[src/rtl/mc_control_unit_pkg.sv]
// Shared types and encodings for the multicycle control unit.
package mc_control_unit_pkg;

  localparam int unsigned OP_W       = 6;
  localparam int unsigned FUNCT_W    = 6;
  localparam int unsigned STATE_W    = 4;
  localparam int unsigned ALU_CODE_W = 3;
  localparam int unsigned BRC_W      = 2;

  typedef enum logic [STATE_W-1:0] {
    S_IDLE   = 4'd0,
    S_FETCH  = 4'd1,
    S_DECODE = 4'd2,
    S_MADR   = 4'd3,
    S_MRD    = 4'd4,
    S_MWB    = 4'd5,
    S_MWR    = 4'd6,
    S_REXE   = 4'd7,
    S_RWB    = 4'd8,
    S_BR     = 4'd9,
    S_IEXE   = 4'd10,
    S_IWB    = 4'd11,
    S_JMP    = 4'd12,
    S_ILL    = 4'd13
  } state_e;

  // Opcodes
  localparam logic [OP_W-1:0] OP_R    = 6'b000000;
  localparam logic [OP_W-1:0] OP_J    = 6'b000010;
  localparam logic [OP_W-1:0] OP_BEQ  = 6'b000100;
  localparam logic [OP_W-1:0] OP_BNE  = 6'b000101;
  localparam logic [OP_W-1:0] OP_BGTZ = 6'b000111;
  localparam logic [OP_W-1:0] OP_ADDI = 6'b001000;
  localparam logic [OP_W-1:0] OP_SLTI = 6'b001010;
  localparam logic [OP_W-1:0] OP_ANDI = 6'b001100;
  localparam logic [OP_W-1:0] OP_ORI  = 6'b001101;
  localparam logic [OP_W-1:0] OP_LW   = 6'b100011;
  localparam logic [OP_W-1:0] OP_SW   = 6'b101011;

  // R-type funct codes
  localparam logic [FUNCT_W-1:0] F_ADD = 6'b100000;
  localparam logic [FUNCT_W-1:0] F_SUB = 6'b100010;
  localparam logic [FUNCT_W-1:0] F_AND = 6'b100100;
  localparam logic [FUNCT_W-1:0] F_OR  = 6'b100101;
  localparam logic [FUNCT_W-1:0] F_SLT = 6'b101010;

  // ALU operation codes (zero-extended to the configured width at the port)
  localparam logic [ALU_CODE_W-1:0] ALU_AND = 3'b000;
  localparam logic [ALU_CODE_W-1:0] ALU_OR  = 3'b001;
  localparam logic [ALU_CODE_W-1:0] ALU_ADD = 3'b010;
  localparam logic [ALU_CODE_W-1:0] ALU_SUB = 3'b110;
  localparam logic [ALU_CODE_W-1:0] ALU_SLT = 3'b111;

  // Branch conditions evaluated by the datapath
  localparam logic [BRC_W-1:0] BRC_NONE = 2'b00;
  localparam logic [BRC_W-1:0] BRC_EQ   = 2'b01;
  localparam logic [BRC_W-1:0] BRC_NE   = 2'b10;
  localparam logic [BRC_W-1:0] BRC_GTZ  = 2'b11;

  // Branch condition selected by a branch opcode
  function automatic logic [BRC_W-1:0] br_cond_of(input logic [OP_W-1:0] op);
    logic [BRC_W-1:0] c;
    c = BRC_NONE;
    case (op)
      OP_BEQ:  c = BRC_EQ;
      OP_BNE:  c = BRC_NE;
      OP_BGTZ: c = BRC_GTZ;
      default: c = BRC_NONE;
    endcase
    return c;
  endfunction

endpackage

[src/rtl/mc_alu_decode.sv]
// Combinational ALU-control and legality decode for the multicycle control unit.
module mc_alu_decode
  import mc_control_unit_pkg::*;
#(
  parameter int unsigned ALUC_W = 3,
  parameter int unsigned EN_BNE = 1
) (
  input  logic [STATE_W-1:0] state,
  input  logic [OP_W-1:0]    op,
  input  logic [FUNCT_W-1:0] funct,
  output logic [ALUC_W-1:0]  alu_ctrl_c,
  output logic               illegal_c
);

  logic [ALU_CODE_W-1:0] code;

  // ALU code per state; flags undecodable op in DECODE and funct in REXE
  always_comb begin
    code      = ALU_AND;
    illegal_c = 1'b0;
    case (state)
      S_FETCH, S_MADR: code = ALU_ADD;
      S_DECODE: begin
        code = ALU_ADD;
        case (op)
          OP_R, OP_J, OP_BEQ, OP_BGTZ, OP_ADDI, OP_SLTI,
          OP_ANDI, OP_ORI, OP_LW, OP_SW: illegal_c = 1'b0;
          OP_BNE:  illegal_c = (EN_BNE == 0);
          default: illegal_c = 1'b1;
        endcase
      end
      S_REXE: begin
        case (funct)
          F_ADD:   code = ALU_ADD;
          F_SUB:   code = ALU_SUB;
          F_AND:   code = ALU_AND;
          F_OR:    code = ALU_OR;
          F_SLT:   code = ALU_SLT;
          default: illegal_c = 1'b1;
        endcase
      end
      S_BR: code = ALU_SUB;
      S_IEXE: begin
        case (op)
          OP_ADDI: code = ALU_ADD;
          OP_ANDI: code = ALU_AND;
          OP_ORI:  code = ALU_OR;
          OP_SLTI: code = ALU_SLT;
          default: code = ALU_AND;
        endcase
      end
      default: code = ALU_AND;
    endcase
  end

  assign alu_ctrl_c = ALUC_W'(code);

endmodule

[src/rtl/mc_control_unit.sv]
// Multicycle MIPS-style Moore control unit with optional memory handshake.
module mc_control_unit
  import mc_control_unit_pkg::*;
#(
  parameter int unsigned MEM_HS = 1,
  parameter int unsigned ALUC_W = 3,
  parameter int unsigned EN_BNE = 1
) (
  input  logic              clk,
  input  logic              rst_n,
  input  logic [5:0]        op,
  input  logic [5:0]        funct,
  input  logic              mem_ready,
  output logic              mem_req,
  output logic              reg_write,
  output logic              alu_src_a,
  output logic              ior_d,
  output logic              mem_write,
  output logic              ir_write,
  output logic              reg_dst,
  output logic              mem_to_reg,
  output logic              pc_write,
  output logic [1:0]        alu_src_b,
  output logic [1:0]        pc_src,
  output logic [ALUC_W-1:0] alu_ctrl,
  output logic [1:0]        br_cond,
  output logic              imm_zext,
  output logic              illegal,
  output logic [3:0]        state_o
);

  state_e             state_q, state_d;
  logic [OP_W-1:0]    op_q, op_d, op_dec;
  logic [FUNCT_W-1:0] funct_q, funct_d;
  logic               rdy;
  logic               dec_illegal;
  logic               zext_op;

  // Without handshake every memory access completes in one cycle
  assign rdy = (MEM_HS == 0) ? 1'b1 : mem_ready;

  // DECODE classifies the live IR op; later states use the latched copy
  assign op_dec  = (state_q == S_DECODE) ? op : op_q;
  assign zext_op = (op_q == OP_ANDI) || (op_q == OP_ORI);

  mc_alu_decode #(
    .ALUC_W (ALUC_W),
    .EN_BNE (EN_BNE)
  ) u_alu_decode (
    .state      (state_q),
    .op         (op_dec),
    .funct      (funct_q),
    .alu_ctrl_c (alu_ctrl),
    .illegal_c  (dec_illegal)
  );

  // State register and latched instruction fields
  always_ff @(posedge clk or negedge rst_n) begin
    if (!rst_n) begin
      state_q <= S_IDLE;
      op_q    <= '0;
      funct_q <= '0;
    end else begin
      state_q <= state_d;
      op_q    <= op_d;
      funct_q <= funct_d;
    end
  end

  // Next-state and field-latch logic
  always_comb begin
    state_d = state_q;
    op_d    = op_q;
    funct_d = funct_q;
    case (state_q)
      S_IDLE:  state_d = S_FETCH;
      S_FETCH: if (rdy) state_d = S_DECODE;
      S_DECODE: begin
        op_d    = op;
        funct_d = funct;
        if (dec_illegal) begin
          state_d = S_ILL;
        end else begin
          case (op)
            OP_LW, OP_SW:                    state_d = S_MADR;
            OP_R:                            state_d = S_REXE;
            OP_BEQ, OP_BNE, OP_BGTZ:         state_d = S_BR;
            OP_ADDI, OP_ANDI, OP_ORI, OP_SLTI: state_d = S_IEXE;
            OP_J:                            state_d = S_JMP;
            default:                         state_d = S_ILL;
          endcase
        end
      end
      S_MADR:  state_d = (op_q == OP_LW) ? S_MRD : S_MWR;
      S_MRD:   if (rdy) state_d = S_MWB;
      S_MWR:   if (rdy) state_d = S_FETCH;
      S_REXE:  state_d = dec_illegal ? S_ILL : S_RWB;
      S_IEXE:  state_d = S_IWB;
      S_MWB, S_RWB, S_BR, S_IWB, S_JMP, S_ILL: state_d = S_FETCH;
      default: state_d = S_IDLE;
    endcase
  end

  // Moore output decode from the state register and latched op
  always_comb begin
    mem_req    = 1'b0;
    reg_write  = 1'b0;
    alu_src_a  = 1'b0;
    ior_d      = 1'b0;
    mem_write  = 1'b0;
    ir_write   = 1'b0;
    reg_dst    = 1'b0;
    mem_to_reg = 1'b0;
    pc_write   = 1'b0;
    alu_src_b  = 2'b00;
    pc_src     = 2'b00;
    br_cond    = BRC_NONE;
    imm_zext   = 1'b0;
    illegal    = 1'b0;
    case (state_q)
      S_FETCH: begin
        mem_req   = 1'b1;
        alu_src_b = 2'b01;
        ir_write  = rdy;
        pc_write  = rdy;
      end
      S_DECODE: alu_src_b = 2'b11;
      S_MADR: begin
        alu_src_a = 1'b1;
        alu_src_b = 2'b10;
      end
      S_MRD: begin
        mem_req = 1'b1;
        ior_d   = 1'b1;
      end
      S_MWB: begin
        reg_write  = 1'b1;
        mem_to_reg = 1'b1;
      end
      S_MWR: begin
        mem_req   = 1'b1;
        ior_d     = 1'b1;
        mem_write = 1'b1;
      end
      S_REXE: alu_src_a = 1'b1;
      S_RWB: begin
        reg_write = 1'b1;
        reg_dst   = 1'b1;
      end
      S_BR: begin
        alu_src_a = 1'b1;
        pc_src    = 2'b01;
        br_cond   = br_cond_of(op_q);
      end
      S_IEXE: begin
        alu_src_a = 1'b1;
        alu_src_b = 2'b10;
        imm_zext  = zext_op;
      end
      S_IWB: begin
        reg_write = 1'b1;
        imm_zext  = zext_op;
      end
      S_JMP: begin
        pc_src   = 2'b10;
        pc_write = 1'b1;
      end
      S_ILL:   illegal = 1'b1;
      default: illegal = 1'b0;
    endcase
  end

  assign state_o = 4'(state_q);

endmodule

[config.mk]
export PLATFORM = sky130hd
export DESIGN_NAME = mc_control_unit
export DESIGN_NICKNAME = d
export VERILOG_FILES = /design/src/rtl/mc_control_unit_pkg.sv /design/src/rtl/mc_alu_decode.sv /design/src/rtl/mc_control_unit.sv
export SDC_FILE = /design/constraint.sdc
export NUM_CORES = 1
export LEC_CHECK = 0
export ABC_AREA = 1
export CORE_MARGIN = 2
export CORE_UTILIZATION = 51
export DETAILED_ROUTE_END_ITERATION = 8
export HOLD_SLACK_MARGIN = 0.05
export PLACE_DENSITY = 0.9
export SLEW_MARGIN = 40
export SYNTH_ARGS = -nofsm -noshare
export SYNTH_HDL_FRONTEND = slang
export SYNTH_SLANG_ARGS = --single-unit
[constraint.sdc]
create_clock -name clk -period 4.8 [get_ports clk]
set_clock_uncertainty 0.05 [all_clocks]
set_input_delay 0.72 -clock clk [delete_from_list [all_inputs] [get_ports clk]]
set_output_delay 0.72 -clock clk [all_outputs]
set_load 0.03 [all_outputs]
==> metrics.txt <==
outcome=complete, no violations; root buf cell=clkbuf_4; Hold/Removal Path Class=in2async; Met1 Wirelength=1560 um; Routed Antenna Nets=0; R2R depth=14; MaxCap Viol Count=0; Max Clk Rate=270 MHz; setup bufs post-CTS=0; count of final setup violators=0; depth of the CTS H-tree=1; CP max stage delay=0.74 ns; Syn Nets=225; setup ws final=1.10 ns; Die Ht=54.7 um; WL met3=220 um; uppermost routed layer=met4; antenna diode count=0; global-route wire length before repair=5600 um; CTS Buf Count=3; critical-path cell list=inv_1 -> nand2_1 -> nor2_4 -> nand2_1 -> nand2_1 -> nand3_1 -> nor3_1 -> nand2_1 -> o311ai_0 -> clkdlybuf4s50_1; min Tclk post-route=3.70 ns; Syn Std Cell Area=1310 um2; Hold Violations, Final=0; register area share after synthesis=0.306; Worst-path clk slew=0.10 ns; RSZ-0062 raised after global routing=no; wire per inst=12.1 um; detailed-route wire length=3390 um; CTS tree=built; maximum root-to-sink buffer count=2; final worst path period share=0.771; Reg-to-Reg Start=state_o[3]; Met2 Wirelength=1590 um; RR Endpoint=state_o[0]; post-route cell area=1740 um2; Crit Path Max Fanout=16; Layout area overhead=33.2%; Final Max Tran Viols=0; WHS=0.272 ns; Via Count=1483; Pleak=0.822 nW; CTS Sinks=16; CTS resizes=0; startpoint types=flip-flop; largest vdd supply drop=0.000483 V; CP arrival=2.93 ns; Reg2Reg Setup Slack=2.64 ns; Initial Util=0.533; Port Buffers=38; detailed-placement wirelength estimate=2680 um; pre-CTS setup slack=1.22 ns; row count=18; Critical Path Most Common Cell=nand2_1; largest net degree at the start of global routing=17; Vias/cell=5.30; Slowest-stage cell, CP=clkdlybuf4s50_1; Max-Slew Margin vs Limit=0.755; worst-skew pair later-pin latency=0.29 ns; I/O pins=39; die area=2990 um2; Synth Area per Inst=6.23 um2; synth top area cells=dfrtp_1, nand2_1, nor2_1; Final Util=0.710; Iter 0 DRT Violations=55; pwr/cell area=650 nW/um2; # nets final=266; Residual DRC=0; Netlist cell types=29; drt first pass iters=4; Setup TNS Final=0 ns; placed cell area=1710 um2; cts hold-fix bufs=0; Syn Inst Count=210; Seq cells post-synth=16; total gr overflow=0; number of global-route vias before repair=1284; Worst Max-Slew Pin Slew=0.362 ns; RD Place Congestion=0.897; total global-route track usage=0.261; Synth warnings=0; core area=2450 um2; Die Width=54.7 um; critical path class=reg2out; CP Capture Type=output port; initial antenna violation count=0; fill count=219; share of the synthesized area in the top cell type=0.306; ratio of cells with drive above 1 in the final layout=0.0760; cell taking the most area after synthesis=dfrtp_1; WP data required=4.03 ns
logic make-up after synthesis:
group / after synthesis / share of synthesized area
flip-flops: 16 / 0.306
AND/OR/NAND/NOR: 132 / 0.461
AO/OA/AOI/OAI: 31 / 0.139
buffers and inverters: 31 / 0.0946
cells in the mapped netlist (all sizes together):
cell	count
o21ai	17
a211oi	1
buf	1
nand3	19
clkbuf	1
inv	29
nand2	68
a221oi	1
or2	1
a21oi	6
nor3	1
a2111o	1
o311ai	1
o31a	1
o211ai	2
nand3b	1
nor4	1
o22ai	1
nor2	37
dfrtp	16
nand4	4
worst max-delay path: cells and delay by family (launching register included):
| kind | cells | cell delay [ns] |
|---|---|---|
| compound gates | 1 | 0.12 |
| flops | 1 | 0.48 |
| buf+inv | 2 | 0.88 |
| simple gates | 7 | 1.16 |
metrics by stage:
stage | power [mW] | instances
3_5_place_dp | 1.04 | 276
3_3_place_gp | 1.03 | 276
5_1_grt | 1.24 | 280
4_1_cts | 1.14 | 280
2_1_floorplan | 0.804 | 210
6_report | 1.13 | 280
final cells by class:
| cell class | instances | area [um2] | area share |
|---|---|---|---|
| Sequential cell | 16 | 400 | 0.230 |
| Inverter | 29 | 109 | 0.0625 |
| Tap cell | 30 | 37.5 | 0.0215 |
| Timing Repair Buffer | 38 | 375 | 0.215 |
| Multi-Input combinational cell | 163 | 785 | 0.450 |
| Clock buffer | 4 | 36.3 | 0.0208 |
layer usage:
layer	vias up	global-route usage
met1	671	0.354
met3	2	0.0383
met4	0	0.0542
li1	760	-
met2	50	0.438
met5	-	0
how the worst max path moves through the flow:
stage	start	endpoint	cells past startpoint
5_1_grt	state_o[3]	alu_ctrl[2]	10
2_1_floorplan	state_o[2]	alu_ctrl[2]	6
3_3_place_gp	op[0]	alu_ctrl[2]	9
3_5_place_dp	op[0]	alu_ctrl[2]	9
6_report	state_o[3]	alu_ctrl[2]	10
4_1_cts	state_o[3]	alu_ctrl[2]	10
report_power, final:
| group | leakage, nW | internal (mW) | total [mW] | switching (mW) |
|---|---|---|---|---|
| Combinational | 0.604 | 0.272 | 0.774 | 0.503 |
| Clock | 0.0210 | 0.0463 | 0.0928 | 0.0466 |
| Sequential | 0.196 | 0.200 | 0.266 | 0.0668 |
sequential cells by signal, summed over array words and instances (netlist names):
name,count
funct_q,6
state_o,4
op_q,6
placed cells by master, fill, tap and decap left out, drive strengths merged, types with 2 or more instances in the layout:
cell	count
o211ai	2
nand4	4
nor2	37
clkdlybuf4s50	37
dfrtp	16
clkbuf	4
a21oi	6
nand2	68
nand3	19
inv	29
o21ai	17
Note: power is estimated with default switching activity, not from simulation.
